## src/rtl/mem_stage_pkg.sv

```systemverilog
// Shared MEM-stage definitions: bus widths, load-type encodings, bus layouts.
// Optional feature macro: MEM_LWLR_EN (unaligned lwl/lwr merge).
package mem_stage_pkg;

  localparam int ES_TO_MS_BUS_WD = 78;
  localparam int MS_TO_WS_BUS_WD = 73;

  typedef enum logic [2:0] {
    LD_LW  = 3'd0,
    LD_LB  = 3'd1,
    LD_LBU = 3'd2,
    LD_LH  = 3'd3,
    LD_LHU = 3'd4,
    LD_LWL = 3'd5,
    LD_LWR = 3'd6
  } ld_type_e;

  // execute -> memory bus, MSB first
  typedef struct packed {
    logic        req_issued;
    logic        res_from_mem;
    ld_type_e    ld_type;
    logic [3:0]  gr_we;
    logic [4:0]  dest;
    logic [31:0] alu_result;
    logic [31:0] pc;
  } es_bus_t;

  // memory -> write-back bus, MSB first
  typedef struct packed {
    logic [3:0]  gr_we;
    logic [4:0]  dest;
    logic [31:0] final_result;
    logic [31:0] pc;
  } ms_bus_t;

endpackage

```

## src/rtl/mem_stage_load_align.sv

```systemverilog
// Load alignment / extension: picks the addressed byte or half of the
// returned word and extends it; reports which register bytes get written.
// With MEM_LWLR_EN, lwl/lwr shift the word into place and return partial
// byte strobes; otherwise they fall through to the lw path.
module mem_load_align
  import mem_stage_pkg::*;
(
  input  ld_type_e    ld_type,
  input  logic [1:0]  addr,
  input  logic [31:0] rdata,
  output logic [31:0] data,
  output logic [3:0]  strb
);

  logic [7:0]  w_byte;
  logic [15:0] w_half;

  // addressed byte and half-word of the returned word
  always_comb begin
    w_byte = rdata[7:0];
    case (addr)
      2'd0: w_byte = rdata[7:0];
      2'd1: w_byte = rdata[15:8];
      2'd2: w_byte = rdata[23:16];
      2'd3: w_byte = rdata[31:24];
      default: w_byte = rdata[7:0];
    endcase
    w_half = addr[1] ? rdata[31:16] : rdata[15:0];
  end

  // extension and per-type strobes
  always_comb begin
    data = rdata;
    strb = 4'hF;
    case (ld_type)
      LD_LB:  data = {{24{w_byte[7]}}, w_byte};
      LD_LBU: data = {24'd0, w_byte};
      LD_LH:  data = {{16{w_half[15]}}, w_half};
      LD_LHU: data = {16'd0, w_half};
`ifdef MEM_LWLR_EN
      // lwl fills the register from the top down, lwr from the bottom up
      LD_LWL: begin
        data = rdata << {~addr, 3'b000};
        strb = 4'hF << ~addr;
      end
      LD_LWR: begin
        data = rdata >> {addr, 3'b000};
        strb = 4'hF >> addr;
      end
`endif
      default: begin
        data = rdata;
        strb = 4'hF;
      end
    endcase
  end

endmodule

```

## src/rtl/mem_stage.sv

```systemverilog
// MEM pipeline stage: holds one instruction, waits for its load response
// (buffering it if write-back stalls), aligns load data and drives the
// write-back bus plus forwarding info.
// Optional feature macro: MEM_LWLR_EN (lwl/lwr byte-merge loads).
module mem_stage
  import mem_stage_pkg::*;
(
  input  logic                       clk,
  input  logic                       resetn,
  input  logic                       ws_allowin,
  output logic                       ms_allowin,
  input  logic                       es_to_ms_valid,
  input  logic [ES_TO_MS_BUS_WD-1:0] es_to_ms_bus,
  input  logic                       data_sram_data_ok,
  input  logic [31:0]                data_sram_rdata,
  output logic                       ms_to_ws_valid,
  output logic [MS_TO_WS_BUS_WD-1:0] ms_to_ws_bus,
  output logic                       ms_write_reg,
  output logic [4:0]                 ms_reg_dest,
  output logic                       ms_fwd_ok,
  output logic [31:0]                ms_fwd_data
);

  logic        r_ms_valid;
  es_bus_t     r_bus;
  logic        r_resp_buf_valid;
  logic [31:0] r_resp_buf;

  logic        w_need_resp;
  logic        w_ready_go;
  logic        w_leave;
  logic        w_capture;
  logic [31:0] w_ld_word;
  logic [31:0] w_ld_data;
  logic [3:0]  w_strb;
  logic [31:0] w_final;
  logic [3:0]  w_gr_we;
  ms_bus_t     w_out_bus;

  // a response only matters for an issued load that has not been answered yet
  assign w_need_resp = r_ms_valid && r_bus.req_issued && r_bus.res_from_mem;
  assign w_ready_go  = !w_need_resp || data_sram_data_ok || r_resp_buf_valid;
  assign ms_allowin  = !r_ms_valid || (w_ready_go && ws_allowin);
  assign ms_to_ws_valid = r_ms_valid && w_ready_go;
  assign w_leave     = ms_to_ws_valid && ws_allowin;
  // buffer only when the response can't be handed on this cycle
  assign w_capture   = w_need_resp && !r_resp_buf_valid && data_sram_data_ok && !ws_allowin;

  assign w_ld_word = r_resp_buf_valid ? r_resp_buf : data_sram_rdata;

  mem_load_align u_align (
    .ld_type (r_bus.ld_type),
    .addr    (r_bus.alu_result[1:0]),
    .rdata   (w_ld_word),
    .data    (w_ld_data),
    .strb    (w_strb)
  );

  assign w_final = r_bus.res_from_mem ? w_ld_data : r_bus.alu_result;
  assign w_gr_we = r_bus.res_from_mem ? (r_bus.gr_we & w_strb) : r_bus.gr_we;

  assign w_out_bus.gr_we        = w_gr_we;
  assign w_out_bus.dest         = r_bus.dest;
  assign w_out_bus.final_result = w_final;
  assign w_out_bus.pc           = r_bus.pc;
  assign ms_to_ws_bus           = w_out_bus;

  assign ms_write_reg = r_ms_valid && (w_gr_we != 4'd0);
  assign ms_reg_dest  = r_bus.dest;
  assign ms_fwd_ok    = ms_write_reg && w_ready_go;
  assign ms_fwd_data  = w_final;

  // stage occupancy and instruction bus register
  always_ff @(posedge clk or negedge resetn) begin
    if (!resetn) begin
      r_ms_valid <= 1'b0;
      r_bus      <= '0;
    end else if (ms_allowin) begin
      r_ms_valid <= es_to_ms_valid;
      if (es_to_ms_valid) r_bus <= es_bus_t'(es_to_ms_bus);
    end
  end

  // response buffer: holds load data while write-back is stalled
  always_ff @(posedge clk or negedge resetn) begin
    if (!resetn) begin
      r_resp_buf_valid <= 1'b0;
      r_resp_buf       <= 32'd0;
    end else if (w_leave) begin
      r_resp_buf_valid <= 1'b0;
    end else if (w_capture) begin
      r_resp_buf_valid <= 1'b1;
      r_resp_buf       <= data_sram_rdata;
    end
  end

endmodule

```

## config.mk

```make
export PLATFORM = sky130hd
export DESIGN_NAME = mem_stage
export DESIGN_NICKNAME = d
export VERILOG_FILES = /design/src/rtl/mem_stage_pkg.sv /design/src/rtl/mem_stage_load_align.sv /design/src/rtl/mem_stage.sv
export SDC_FILE = /design/constraint.sdc
export NUM_CORES = 1
export LEC_CHECK = 0
export BUFFER_PORTS_ARGS = -buffer_cell sky130_fd_sc_hd__buf_2
export CELL_PAD_IN_SITES_DETAIL_PLACEMENT = 1
export CELL_PAD_IN_SITES_GLOBAL_PLACEMENT = 2
export CORE_MARGIN = 2
export CORE_UTILIZATION = 30
export DETAILED_ROUTE_END_ITERATION = 8
export PLACE_DENSITY = 0.78
export SYNTH_ARGS = -nofsm -noshare
export SYNTH_HDL_FRONTEND = slang
export SYNTH_SLANG_ARGS = --single-unit
```

## constraint.sdc

```tcl
create_clock -name clk -period 2.93 [get_ports clk]
set_input_delay 0 -clock clk [delete_from_list [all_inputs] [get_ports clk]]
set_output_delay 0 -clock clk [all_outputs]
set_load 0.01 [all_outputs]
```

Word level (Yosys, flattened, before mapping):

Cells that the tools add are included.

* memories: 0
* input port bits: 115
* flip-flop bits (word level): 112
* ROM bits: 0
* memory bits (writable): 0
* latch bits: 0

* add/sub/neg operators: 0
* divide/modulo/power cells: 0
* bitwise logic cells: 1
* multipliers: 0
* magnitude comparators: 0
* reductions and logical operators: 22
* muxes and demuxes: 7
* equality and inequality tests: 7
* shift operators: 0

Operators with widths (count)
* $pmux W32 S4: 1
* $mux W32: 2
* $pmux W8 S4: 1
* $mux W16: 1
* $logic_and A1 B1 Y1: 10
* $eq A3 B2 Y1 const B: 2
* $eq A2 B2 Y1 const B: 2
* $logic_not A1 Y1: 4
* $reduce_and A2 Y1: 2
* $reduce_bool A4 Y1: 1
* $eq A3 B1 Y1 const B: 1
* $eq A3 B3 Y1 const B: 1
* $logic_or A1 B1 Y1: 3
* $eq A2 B1 Y1 const B: 1
* $logic_not A2 Y1: 1
* $mux W1: 2
* $reduce_bool A2 Y1: 1
* $not A1 Y1: 1

Depth between registers and ports, before layout:

* depth after elaboration: 9
* gate-level depth with buffers: 8
* depth with buffers taken out: 4

Hierarchy:

A second synthesis with hierarchy kept.

* cell total of the unflattened synthesis: 508
* area, all modules: 6613.8 µm²

By module, submodules not included
* mem_stage: times used 1, cells each 404, area an instance 5696.7 µm²
* mem_load_align: times used 1, cells each 104, area an instance 917.1 µm²

Worst setup path before layout:

OpenSTA, ideal clock, no wires.

* path type: reg-to-output
* from: register r_resp_buf_valid
* to: output ms_to_ws_bus[53]
* path slack: 869 ps
* required time: 2930 ps
* cell stages (with the launch flop): 8
* buffers on the path: 3
* arrival time: 2061 ps
* path through: dfrtp_1 -> buf_6 -> mux4_2 -> and4_4 -> a311o_2 -> buf_6 -> o22a_1 -> buf_4

* longest elaborated chain between the ends: 4

RTL lines
* start, declared: RTL line mem_stage.sv:26 `logic r_resp_buf_valid;`
* start signal, assigned: RTL line mem_stage.sv:87 `r_resp_buf_valid <= 1'b0;`
* start signal, assigned: RTL line mem_stage.sv:90 `r_resp_buf_valid <= 1'b0;`
* start signal, assigned: RTL line mem_stage.sv:92 `r_resp_buf_valid <= 1'b1;`
* $mux W32 (*): RTL line mem_stage.sv:49 `assign w_ld_word = r_resp_buf_valid ? r_resp_buf : data_sram_rdata;`
* $pmux W8 S4 or $mux W16 (tied branches): RTL line mem_stage_load_align.sv:21, mem_stage_load_align.sv:28
* $pmux W32 S4 (*): RTL line mem_stage_load_align.sv:35 `case (ld_type)`
* $mux W32 (*): RTL line mem_stage.sv:59 `assign w_final = r_bus.res_from_mem ? w_ld_data : r_bus.alu_result;`
* end, declared: RTL line mem_stage.sv:17 `output logic [MS_TO_WS_BUS_WD-1:0] ms_to_ws_bus,`

Mark *: on every way between the ends. The rest lies on a longest branch, timed or not.

Final worst setup path:

* from: register r_bus[32] in the netlist's numbering
* to: output ms_fwd_data[25]

* longest elaborated chain between the ends: 4

RTL lines
* start, declared: RTL line mem_stage.sv:25 `es_bus_t r_bus;`
* start signal, assigned: RTL line mem_stage.sv:80 `if (es_to_ms_valid) r_bus <= es_bus_t'(es_to_ms_bus);`
* $eq A2 B2 Y1, or another cell as far along: RTL line mem_stage_load_align.sv:21 `case (addr)`
* $pmux W8 S4 (*): RTL line mem_stage_load_align.sv:21
* $pmux W32 S4 (*): RTL line mem_stage_load_align.sv:35
* $mux W32 (*): RTL line mem_stage.sv:59
* end, declared: RTL line mem_stage.sv:21 `output logic [31:0] ms_fwd_data`

Marks and branches as above.

==> metrics.yaml <==
run_status:
  run_status: "completed"
global_routing:
  grt_overflow_total: 0
  antenna_found_initial: 3
  grt_pass1_vias: 5649
  grt_max_degree: 85
  grt_use_total: 0.186
  grt_pass1_wl_um: 31900
routing:
  vias: 5053
  routed_wl_um: 20300
  post_drt_via_cell_ratio: 4.78
  ant_nets: 0
  drc_errors: 0
  drt-wirelength-per-cell_um: 19.2
  dr.pass1.iters: 4
  first_iter_violations: 158
place:
  io_buffers: 228
  place_hpwl_um: 14300
  pre_cts_slack_ps: 559
  gp_congestion: 0.806
cells_and_area:
  drive_above_1_share: 0.492
  nFillCells: 2273
  nets: 897
  syn_to_final_growth_pct: 36.3
synth:
  synth_ff_type: "dfrtp_1"
  syn_inst: 530
  seq_area_frac_synth: 0.448
  synthArstFlopShare: 1.00
  synth_edf_count: 0
  syn-mean-instance-area_um2: 11.8
  synth_area_um2: 6250
  yosysWarnings: 0
  synth_cell_types: 45
  ys_ff_latch: 112
  syn_nets: 645
clock_network:
  cts_resized: 0
  htree_levels: 3
  hold_buffers: 113
  cts_sinks: 112
  cts_buffers: 9
  clk_pin_slew_ps: 70
  cts_tree: "yes"
  insertion_delay_ps: 360
  post_cts_buffers: 0
  cts_max_path_buffers: 2
  cts_root_buf: "clkbuf_16"
worst_setup_path:
  slowest_delay_ps: 790
  critPathArrivalTime_ps: 2690
  worstPathMaxFanout: 20
  crit_required_ps: 2930
  timing.rr.start: "r_bus[76]"
  cp_cell_sequence: "mux2_2, a2bb2oi_1, a311o_2, o22a_1, buf_2"
  critical_path.startpoint: "r_bus[32]"
  path_class: "reg2out"
  cp-end-kind: "primary output"
  startpoint_type: "register"
  slowest_stage: "dfrtp_1"
die:
  rows: 52
  coreArea_um2: 20400
  die_y_um: 148
  die_width_um: 148
  ioPinCount: 229
  start_util: 0.307
  dieArea_um2: 22000
timing:
  finalHoldViolCount: 0
  relSlewSlack: 0.261
  rsz0062_at_grt: "no"
  finalCritPeriodShare: 0.920
  skew_ps: 14.5
  setup_ws_ps: 236
  fmax_mhz: 371
  tns_ps: 0
  fin_crit_ps: 2690
  slew_violations: 0
  setup_viol: 0
  tightest_slew_ps: 1110
pwr:
  leakage_nw: 3.84
  powerDensity_nw_per_um2: 692
  vdd_ir_drop_max_mv: 0.284
run:
  drv_cap: 0
hold_path:
  hp-class: "in2reg"
  hp-start: "data_sram_data_ok"
[layer usage]
metal,share of wire,GRT usage
met1,0.42,0.226
met2,0.51,0.335
met3,0.055,0.0460
met4,0.011,0.0400
met5,0.00079,0
[state kept, by name (all words and copies together) (netlist names)]
register and flops:
ms_to_ws_bus 32, r_bus 41, r_resp_buf 32, r_resp_buf_valid 1, ms_reg_dest 5, r_ms_valid 1
[per-stage QoR]
stage	cells	util	instance area, um2	hold WS (ps)	total power, W
floorplan	530	-	6250	-296	0.00403
finish	1058	0.418	8520	263	0.00589
detailed placement	928	0.349	7100	237	0.00461
CTS	1056	0.418	8510	242	0.00595
global route	1058	0.418	8520	284	0.00626
global placement	928	0.349	7100	232	0.00450
[cell families after synthesis]
kind of cell	Yosys count	synth area share
AOI/OAI and AO/OA	67	0.0817
xor gates and xnor gates	3	0.00420
buffers and inverters	114	0.122
DFF	112	0.448
muxes	152	0.279
and+or+nand+nor	82	0.0645
[placed cells by master (no fill, tap or decap), types with 3 or more instances in the layout]
master	netlist	routed
a21o_1	4	4
a21oi_1	8	8
a221oi_1	5	5
a31oi_1	6	6
a32oi_1	4	4
and3_1	3	3
buf_2	14	227
buf_4	80	8
clkbuf_16	0	9
clkinv_4	0	4
dfrtp_1	112	110
dlygate4sd3_1	0	113
inv_1	5	5
mux2_2	120	120
mux2i_1	26	26
mux4_2	6	6
nand2_1	12	11
nand2b_1	4	4
nor2_1	40	40
nor2b_1	6	6
nor3_1	4	3
o22a_1	16	16
o22ai_1	6	6
[power breakdown]
part           total [W]  switching [W]  internal (W)
clock network    0.00119       0.000605      0.000586
registers        0.00230       0.000326       0.00198
logic            0.00240        0.00123       0.00117
[worst max-delay path, delay by kind of cell, from the launching register on]
| kind | cells | cell delay (ps) |
|---|---|---|
| AOI/OAI and AO/OA | 3 | 960 |
| DFF | 1 | 790 |
| muxes | 1 | 400 |
| buffers and inverters | 1 | 170 |
[cell usage after synthesis (3+ instances only)]
| master | n | area share |
|---|---|---|
| clkbuf_1 | 13 | 0.0078 |
| o22a_1 | 16 | 0.022 |
| a21oi_1 | 8 | 0.0064 |
| a32oi_1 | 4 | 0.0056 |
| mux2_2 | 120 | 0.22 |
| mux4_2 | 6 | 0.022 |
| and3_1 | 3 | 0.0030 |
| nor2_1 | 40 | 0.024 |
| a221oi_1 | 5 | 0.0070 |
| buf_2 | 14 | 0.011 |
| nor3_1 | 4 | 0.0032 |
| mux2i_1 | 26 | 0.042 |
| o22ai_1 | 6 | 0.0060 |
| a31oi_1 | 6 | 0.0060 |
| nor2b_1 | 6 | 0.0060 |
| dfrtp_1 | 112 | 0.45 |
| inv_1 | 5 | 0.0030 |
| a21o_1 | 4 | 0.0048 |
| xnor2_1 | 3 | 0.0042 |
| nand2_1 | 12 | 0.0072 |
| nand2b_1 | 4 | 0.0040 |
| buf_4 | 80 | 0.096 |
[final cells by class]
class	count	area, um2	area share
Antenna cell	2	5.00	0.000588
Clock buffer	9	225	0.0264
Timing Repair Buffer	350	2370	0.278
Sequential cell	112	2810	0.329
Clock inverter	6	52.6	0.00617
Multi-Input combinational cell	304	2710	0.318
Inverter	5	18.8	0.00220
Tap cell	270	338	0.0397
[path summary, 6_finish.rpt]
check	to	slack [ps]	depth (start not counted)
worst max-delay path	ms_fwd_data[25]	240	5
worst min-delay path	r_resp_buf_valid	260	4
worst max register to register	ms_to_ws_bus[28]	510	5
worst min register to register	ms_to_ws_bus[1]	510	1
max in group asynchronous	r_resp_buf[13]	1650	3
min in group asynchronous	ms_to_ws_bus[3]	370	2
No activity file was read; power rests on OpenSTA's default activity.
